### src/rtl/wb_pkg.sv
// rtl/wb_pkg.sv - shared opcode constants and register-file sizes for the write-back scoreboard
package wb_pkg;
   localparam int REG_W = 5;
   localparam int NREG  = 32;

   localparam logic [6:0] OPC_LUI    = 7'b0110111;
   localparam logic [6:0] OPC_AUIPC  = 7'b0010111;
   localparam logic [6:0] OPC_JAL    = 7'b1101111;
   localparam logic [6:0] OPC_JALR   = 7'b1100111;
   localparam logic [6:0] OPC_LOAD   = 7'b0000011;
   localparam logic [6:0] OPC_STORE  = 7'b0100011;
   localparam logic [6:0] OPC_BRANCH = 7'b1100011;
   localparam logic [6:0] OPC_OPIMM  = 7'b0010011;
   localparam logic [6:0] OPC_OP     = 7'b0110011;
endpackage

### src/rtl/wb_sb_decode.sv
// rtl/wb_sb_decode.sv - combinational decode of register usage from an instruction word
module wb_sb_decode
   import wb_pkg::*;
(
   input  logic [31:0]      ir,
   output logic [REG_W-1:0] rs1,
   output logic [REG_W-1:0] rs2,
   output logic [REG_W-1:0] rd,
   output logic             use_rs1,
   output logic             use_rs2,
   output logic             wr_rd
);
   assign rs1 = ir[19:15];
   assign rs2 = ir[24:20];
   assign rd  = ir[11:7];

   always_comb begin
      use_rs1 = 1'b0;
      use_rs2 = 1'b0;
      wr_rd   = 1'b0;
      case (ir[6:0])
         OPC_LUI, OPC_AUIPC, OPC_JAL: wr_rd = 1'b1;
         OPC_JALR, OPC_LOAD, OPC_OPIMM: begin
            use_rs1 = 1'b1;
            wr_rd   = 1'b1;
         end
         OPC_OP: begin
            use_rs1 = 1'b1;
            use_rs2 = 1'b1;
            wr_rd   = 1'b1;
         end
         OPC_STORE, OPC_BRANCH: begin
            use_rs1 = 1'b1;
            use_rs2 = 1'b1;
         end
         default: ;
      endcase
   end
endmodule

### src/rtl/wb_scoreboard.sv
// rtl/wb_scoreboard.sv - register-hazard scoreboard between decode and write-back
// Optional same-cycle retire forwarding: WB_SCOREBOARD_BYPASS_EN
module wb_scoreboard
   import wb_pkg::*;
#(
   parameter int CNT_W = 2,
   parameter int TOT_W = 4
) (
   input  logic             clk,
   input  logic             rst,
   input  logic             iss_v,
   input  logic [31:0]      iss_ir,
   output logic             iss_r,
   output logic             stall,
   input  logic             wb_v,
   input  logic [REG_W-1:0] wb_rd,
   input  logic             flush,
   output logic             busy,
   output logic [TOT_W-1:0] inflight,
   output logic             err
);
   localparam logic [CNT_W-1:0] CNT_MAX = '1;
   localparam logic [CNT_W-1:0] CNT_ONE = CNT_W'(1);
   localparam logic [TOT_W-1:0] TOT_MAX = '1;

   logic [CNT_W-1:0] cnt [NREG];
   logic [REG_W-1:0] rs1, rs2, rd;
   logic             use_rs1, use_rs2, wr_rd;
   logic             rs1_hold, rs2_hold, rd_full;
   logic             inc, ret, ret_ok, ret_bad, ovf;

   wb_sb_decode u_decode (
      .ir      (iss_ir),
      .rs1     (rs1),
      .rs2     (rs2),
      .rd      (rd),
      .use_rs1 (use_rs1),
      .use_rs2 (use_rs2),
      .wr_rd   (wr_rd)
   );

   always_comb begin
      rs1_hold = use_rs1 && (rs1 != '0) && (cnt[rs1] != '0);
      rs2_hold = use_rs2 && (rs2 != '0) && (cnt[rs2] != '0);
`ifdef WB_SCOREBOARD_BYPASS_EN
      // A last outstanding write retiring now is forwarded by write-back.
      if (wb_v && (wb_rd == rs1) && (cnt[rs1] == CNT_ONE)) rs1_hold = 1'b0;
      if (wb_v && (wb_rd == rs2) && (cnt[rs2] == CNT_ONE)) rs2_hold = 1'b0;
`endif
      rd_full = wr_rd && (rd != '0) && (cnt[rd] == CNT_MAX);
   end

   assign iss_r = ~flush & ~rs1_hold & ~rs2_hold & ~rd_full & (inflight != TOT_MAX);
   assign stall = iss_v & ~iss_r;

   assign inc     = iss_v && iss_r && wr_rd && (rd != '0);
   assign ret     = wb_v && (wb_rd != '0) && !flush;
   assign ret_ok  = ret && (cnt[wb_rd] != '0);
   assign ret_bad = ret && (cnt[wb_rd] == '0);
   assign ovf     = inc && !ret_ok && (inflight == TOT_MAX);

   always_comb begin
      busy = 1'b0;
      for (int i = 1; i < NREG; i++) busy = busy | (cnt[i] != '0);
   end

   always_ff @(posedge clk) begin
      if (rst) begin
         for (int i = 0; i < NREG; i++) cnt[i] <= '0;
         inflight <= '0;
         err      <= 1'b0;
      end else if (flush) begin
         for (int i = 0; i < NREG; i++) cnt[i] <= '0;
         inflight <= '0;
      end else begin
         if (ret_bad || ovf) err <= 1'b1;
         for (int i = 1; i < NREG; i++) begin
            if (inc && (rd == REG_W'(i)) && !(ret_ok && (wb_rd == REG_W'(i))))
               cnt[i] <= cnt[i] + CNT_ONE;
            else if (ret_ok && (wb_rd == REG_W'(i)) && !(inc && (rd == REG_W'(i))))
               cnt[i] <= cnt[i] - CNT_ONE;
         end
         if (inc && !ret_ok)
            inflight <= inflight + TOT_W'(1);
         else if (ret_ok && !inc)
            inflight <= inflight - TOT_W'(1);
      end
   end
endmodule

### config.mk
export PLATFORM = sky130hd
export DESIGN_NAME = wb_scoreboard
export DESIGN_NICKNAME = d
export VERILOG_FILES = /design/src/rtl/wb_pkg.sv /design/src/rtl/wb_sb_decode.sv /design/src/rtl/wb_scoreboard.sv
export SDC_FILE = /design/constraint.sdc
export NUM_CORES = 1
export LEC_CHECK = 0
export CORE_UTILIZATION = 54
export DETAILED_ROUTE_END_ITERATION = 6
export PLACE_DENSITY = 0.75
export SYNTH_ARGS = -nofsm -noshare
export SYNTH_HDL_FRONTEND = slang
export SYNTH_SLANG_ARGS = --single-unit
### constraint.sdc
create_clock -name clk -period 4.8 [get_ports clk]
set_clock_uncertainty 0.15 [all_clocks]
set_input_delay 0.96 -clock clk [delete_from_list [all_inputs] [get_ports clk]]
set_output_delay 0.96 -clock clk [all_outputs]
set_load 0.01 [all_outputs]
After elaboration in Yosys (flattened, before gate mapping)
Memory sizes are Yosys's and may differ from the RTL's.
Cells that the tools add are included.
{ "classes": {"n_reduce_logical": 251, "add_sub_neg": 64, "eq_ne": 74, "mux": 383, "bitwise_logic": 134} }
{ "op_table": {"columns": ["cell", "n"], "rows": [
  ["1-bit two-way mux", 287],
  ["2-bit two-way mux", 94],
  ["5-bit equality test (second input constant)", 32],
  ["1-bit logical AND", 140],
  ["1-bit OR", 124],
  ["5-bit by 4-bit equality test with 1-bit output (second input constant)", 16],
  ["2-bit nonzero test", 35],
  ["1-bit zero test", 65],
  ["2-bit by 1-bit adder with 2-bit output (second input constant)", 31],
  ["2-bit by 1-bit subtractor with 2-bit output (second input constant)", 31],
  ["5-bit by 3-bit equality test with 1-bit output (second input constant)", 8],
  ["7-bit by 6-bit equality test with 1-bit output (second input constant)", 3],
  ["7-bit equality test (second input constant)", 3],
  ["5-bit by 2-bit equality test with 1-bit output (second input constant)", 4],
  ["5-bit nonzero test", 4],
  ["7-bit by 5-bit equality test with 1-bit output (second input constant)", 2],
  ["5-bit by 1-bit equality test with 1-bit output (second input constant)", 2],
  ["4-bit two-way mux", 2],
  ["7-bit by 2-bit equality test with 1-bit output (second input constant)", 1],
  ["7-bit OR reduction", 1],
  ["6-bit OR reduction", 1],
  ["1-bit bitwise AND", 5],
  ["1-bit NOT", 5],
  ["4-bit by 1-bit adder with 4-bit output (second input constant)", 1],
  ["other kinds (9)", 9]
]} }
{ "word_totals": {"out_inout_bits": 8, "register_bits": 5, "elab_cells": 909, "mem_bits_rw": 64, "memories": 1} }
{ "mem_list": {"columns": ["memory", "depth", "word_bits", "rd", "rd_clocked_by_memory_dff", "write_ports", "line_no", "rtl"], "rows": [
  ["cnt", 32, 2, 35, 0, 32, "wb_scoreboard.sv:26", "logic [CNT_W-1:0] cnt [NREG];"]
]} }

Longest topological paths before layout
{ "logic_depth": {"depth_word": 31, "ltp_mapped": 18, "mapped_depth_nobuf": 15} }

Modules after synthesis
A second synthesis with hierarchy kept.
{ "hier_totals": {"cells_unflattened": 753, "hier_area_um2": 6510.0} }
{ "by_module_without_submodules": {"columns": ["module", "seq_area_each_um2", "area_per_inst_um2", "cells_per_inst", "instances"], "rows": [
  ["wb_scoreboard", 1961.9, 6326.1, 726, 1],
  ["wb_sb_decode", 0.0, 183.9, 27, 1]
]} }

Least setup slack after synthesis
Ideal clock, no wire load.
{ "synth_path": {"path_type": "input-to-reg", "startpoint": "input iss_ir[17]", "endpoint": "register inflight[3]", "arrival_time_ps": 4543, "stages": 17, "setup_time_ps": 70, "path_buffers": 3, "required_time_ps": 4580, "slack_ps": 37, "path_cell_list": "clkbuf_1 -> mux4_2 -> nand3b_1 -> nand4_1 -> nand4_1 -> clkbuf_1 -> clkbuf_1 -> a211oi_1 -> and3_1 -> ha_1 -> inv_1 -> ha_1 -> a21o_1 -> a21oi_1 -> xnor2_1 -> or3_1 -> a21oi_1"} }
{ "synth_between": {"elab_chain_cells": 14, "elab_cells_between_ends": 18, "classes_between": "mux (1); bitwise (5); reduce/logical (11); memory (1)"} }
{ "synth_rtl": {"columns": ["element", "line_no", "rtl"], "rows": [
  ["start: declaration", "wb_scoreboard.sv:12", "input logic [31:0] iss_ir,"],
  ["memory 32 x 2 bit / 5-bit nonzero test (equally long branches)", null, null],
  ["2-bit nonzero test / 1-bit logical AND (equally long branches)", "wb_scoreboard.sv:43", "rs1_hold = use_rs1 && (rs1 != '0) && (cnt[rs1] != '0);"],
  ["1-bit logical AND *", "wb_scoreboard.sv:43", null],
  ["1-bit NOT *", "wb_scoreboard.sv:53", "assign iss_r = ~flush & ~rs1_hold & ~rs2_hold & ~rd_full & (inflight != TOT_MAX);"],
  ["1-bit bitwise AND * (4 in a row)", "wb_scoreboard.sv:53", null],
  ["via iss_r", "wb_scoreboard.sv:13", "output logic iss_r,"],
  ["1-bit logical AND * (3 in a row)", "wb_scoreboard.sv:56", "assign inc = iss_v && iss_r && wr_rd && (rd != '0);"],
  ["1-bit zero test", "wb_scoreboard.sv:85", "else if (ret_ok && !inc)"],
  ["1-bit logical AND", "wb_scoreboard.sv:85", null],
  ["2-bit nonzero test (no line)", null, null],
  ["end signal: assignment", "wb_scoreboard.sv:84", "inflight <= inflight + TOT_W'(1);"],
  ["end signal: assignment", "wb_scoreboard.sv:86", "inflight <= inflight - TOT_W'(1);"],
  ["end: declaration", "wb_scoreboard.sv:19", "output logic [TOT_W-1:0] inflight,"]
]} }
Mark *: on every way through the listed nets, which the timed path passes. The rest lies on a longest branch.
A chain may end at the register's enable or synchronous reset.

Final worst setup path
{ "layout_path": {"startpoint": "input iss_ir[8]", "endpoint": "output stall"} }
{ "layout_between": {"elab_chain_cells": 8, "elab_cells_between_ends": 10, "classes_between": "eq/ne (1); bitwise (5); reduce/logical (3); memory (1)"} }
{ "layout_rtl": {"columns": ["element", "line_no", "rtl"], "rows": [
  ["memory 32 x 2 bit / 5-bit nonzero test (equally long branches)", null, null],
  ["2-bit equality test / 1-bit logical AND (equally long branches)", "wb_scoreboard.sv:50", "rd_full = wr_rd && (rd != '0) && (cnt[rd] == CNT_MAX);"],
  ["1-bit logical AND *", "wb_scoreboard.sv:50", null],
  ["1-bit NOT *", "wb_scoreboard.sv:53", null],
  ["1-bit bitwise AND * (2 in a row)", "wb_scoreboard.sv:53", null],
  ["1-bit NOT *", "wb_scoreboard.sv:54", "assign stall = iss_v & ~iss_r;"],
  ["1-bit bitwise AND *", "wb_scoreboard.sv:54", null],
  ["end: declaration", "wb_scoreboard.sv:14", "output logic stall,"]
]} }
Every way passes the cells marked *; elsewhere a longest branch is shown, timed or not.

==> results.sh <==
export IMPL_min_from="err"
export IMPL_critPathMaxStageDelay_ps=510
export IMPL_ys_ff_latch=67
export IMPL_rsz0062_at_grt="no"
export IMPL_grt_pass1_wl_mm=34.1
export IMPL_seq_area_frac_synth_pct=30.4
export IMPL_fin_util_pct=66.4
export IMPL_critPathMaxFanout=17
export IMPL_grt_usage_pct=36.4
export IMPL_intPower_uw=1220
export IMPL_critPathArrivalTime_ps=3530
export IMPL_regArea_sq_mm=0.00196
export IMPL_synth_edf_count=62
export IMPL_cp_required_ps=3690
export IMPL_finalCriticalPeriod_ps=4640
export IMPL_fill_cells=958
export IMPL_drive_gt1_share_pct=18.6
export IMPL_maxCapViolCount=0
export IMPL_cts_sinks=67
export IMPL_synth_flop_cell="edfxtp_1"
export IMPL_leakage_uw=0.00254
export IMPL_drt_initial_drc_count=719
export IMPL_cp_cell_sequence="clkdlybuf4s50_1 > buf_12 > mux4_2 > o22ai_1 > nor4b_1 > o21a_1 > or2_4 > a211oi_4 > buf_4 > nor2b_1 > dlygate4sd2_1"
export IMPL_criticalPathCategory="input port to output port"
export IMPL_clock_latency_ps=350
export IMPL_place_port_buffers=39
export IMPL_wire_per_inst_microns=23.4
export IMPL_ys_warn_count=0
export IMPL_ctsRootBufferMaster="clkbuf_16"
export IMPL_clockPowerShare_pct=37.5
export IMPL_multi_input_area_sq_mm=0.00411
export IMPL_synth_nets=769
export IMPL_core_area_sq_mm=0.0115
export IMPL_violations="DRC"
export IMPL_critPathCaptureType="output port"
export IMPL_place_area_sq_mm=0.00734
export IMPL_grt_max_degree=61
export IMPL_setup_viol=0
export IMPL_slew_viol_final=0
export IMPL_synth_area_per_cell_sq_um=9.15
export IMPL_htree_levels=3
export IMPL_worst_path_buf_inv=4
export IMPL_antenna_cells=0
export IMPL_totalWireLength_mm=21.7
export IMPL_num_io_pins=50
export IMPL_area_growth_pct=18.4
export IMPL_place_congestion=0.993
export IMPL_grt_pass1_vias=6287
export IMPL_p_seq_share_pct=40.5
export IMPL_clk_pin_slew_ps=50
export IMPL_mostFrequentLayoutCells="66 x buf_4, 62 x edfxtp_1, 55 x nor2_1"
export IMPL_slowest_stage="clkdlybuf4s50_1"
export IMPL_finalInstanceArea_sq_mm=0.00765
export IMPL_syn_area_sq_mm=0.00646
export IMPL_via_per_inst=6.97
export IMPL_swShare_pct=28.4
export IMPL_nets=840
export IMPL_power_switching_uw=486
export IMPL_synth_distinct_cells=74
export IMPL_worst_pin_slew_ps=968
export IMPL_ant_nets=0
export IMPL_hold_viol=0
export IMPL_place_hpwl_mm=16.8
export IMPL_power_uw=1710
export IMPL_die_area_sq_mm=0.0124
export IMPL_async_reset_ff_share_pct=0
export IMPL_irDropWorstVdd_mv=0.195
export IMPL_die_w_microns=111
export IMPL_syn_inst=706
export IMPL_startpoint="iss_ir[8]"
export IMPL_antenna_found_initial=0
export IMPL_critPathTopFamily="buffers and inverters"
export IMPL_overflow=0
export IMPL_hold_class="flip-flop to flip-flop"
export IMPL_cp_start_kind="input port"
export IMPL_worst_path_stages=11
export IMPL_vias=6439
export IMPL_p_per_area_mw_per_mm2=224
export IMPL_fmax_ghz=0.215
export IMPL_die_h_microns=111
export IMPL_combPwrFrac_pct=22.0
export IMPL_cts_tree="yes"
export IMPL_slew_headroom_pct=34.9
export IMPL_drt_pass1_iterations=7
export IMPL_holdPathStages=2
export IMPL_ctsHoldBuffers=0
export IMPL_final_common_cell="buf_4"
export IMPL_cts_buffer_depth=2
export IMPL_tns_ps=0
export IMPL_start_util_pct=56.1
export IMPL_min_period_over_period_pct=96.7
export IMPL_ff2ff_path_depth=16
export IMPL_drcViolationCount=2
export IMPL_cts_buffers=9
export IMPL_status="finished with violations"
export IMPL_regToRegStartpoint="cnt[15][0]"
export IMPL_fp_row_count=39
routing by layer:
| metal | global-route usage [%] | up-vias | wire length [microns] |
|---|---|---|---|
| met5 | 0 | - | 0 |
| met4 | 17.2 | 0 | 944 |
| met3 | 8.27 | 71 | 2280 |
| met2 | 58.3 | 378 | 9990 |
| met1 | 47.0 | 3118 | 8450 |
| li1 | - | 2872 | - |
worst paths after layout:
path | endpoint | slack [ps]
setup / recovery | stall | 160
hold / removal | err | 360
setup reg to reg | inflight[3] | 790
hold reg to reg | err | 360
power by group through the flow:
stage | Combinational [uW] | Clock, uW | Sequential (uW)
floorplan | 220 | 0 | 692
global placement | 356 | 0 | 702
detailed placement | 363 | 0 | 704
CTS | 368 | 642 | 692
global route | 400 | 665 | 696
finish | 376 | 641 | 693
logic make-up (layout without fill, tap and decap cells):
group | after synthesis | after routing | share of synthesized area [%]
AND/OR/NAND/NOR | 336 | 336 | 29.7
buffers and inverters | 93 | 168 | 6.32
AO/OA/AOI/OAI | 119 | 119 | 13.2
adder cells (fa/ha/maj) | 21 | 21 | 4.18
multiplexers | 38 | 38 | 11.9
XOR/XNOR | 32 | 32 | 4.34
flip-flops | 67 | 67 | 30.4
synth_stat cells (all sizes together), types with 4 or more instances:
library cell   n  area, sq um
edfxtp        62         1860
nor2          56          210
nand3         54          270
inv           44          168
nand2         36          135
nor3          31          160
mux4          30          683
nor4          30          231
clkbuf        27          101
a21oi         26          130
or3           24          150
a211oi        22          175
buf           22          139
nand4         22          138
xnor2         22          193
ha            20          250
nand2b        17          106
or2           12         77.6
a211o         11         96.3
a21o          11         82.6
nor2b         10         62.6
o21ai         10         50.1
or4           10         86.3
xor2          10         87.6
nand3b         9         67.6
nor3b          6         45.0
o31ai          6         45.0
a2111oi        5         43.8
dfxtp          5          100
a31oi          4         25.0
and3b          4         35.0
mux2           4         45.0
mux2i          4         40.0
metrics by stage:
step / instances / setup slack (ps) / hold slack [ps]
2_1_floorplan: 706 / 36.7 / 361
3_3_place_gp: 907 / -480 / 323
3_5_place_dp: 907 / -564 / 339
4_1_cts: 924 / 212 / 359
5_1_grt: 924 / 12.5 / 395
6_report: 924 / 157 / 361
registers in the layout (all words and copies together) (netlist names):
| register | count |
|---|---|
| cnt | 62 |
| inflight | 4 |
| err | 1 |
what timing repair did:
item,4_1_cts,5_1_grt
setup buffers,2,0
gates resized for setup,9,1
hold endpoints to repair,0,0
setup endpoints to repair,4,1
pin swaps,2,0
gates cloned,0,0
layout make-up:
type                       count  area share, %
timing repair buffer         109           12.4
tap                          143           2.34
clock buffer                  11           3.04
sequential                    67           25.7
inverter                      44           2.19
clock inverter                 4          0.556
multi-input combinational    546           53.8
worst register-to-register path, stage by stage (launching register included):
cell and delay [ps]:
edfxtp_1 480, mux4_2 530, o22ai_1 170, nor4b_1 70, o21a_1 260, or2_4 260, a211oi_4 300, buf_4 180
and3_1 160, ha_1 160, inv_1 60, ha_1 270, a21o_1 180, a21oi_1 180, xnor2_1 90, or3_1 300
a21oi_1 130
Power figures use the tool's default switching activity.
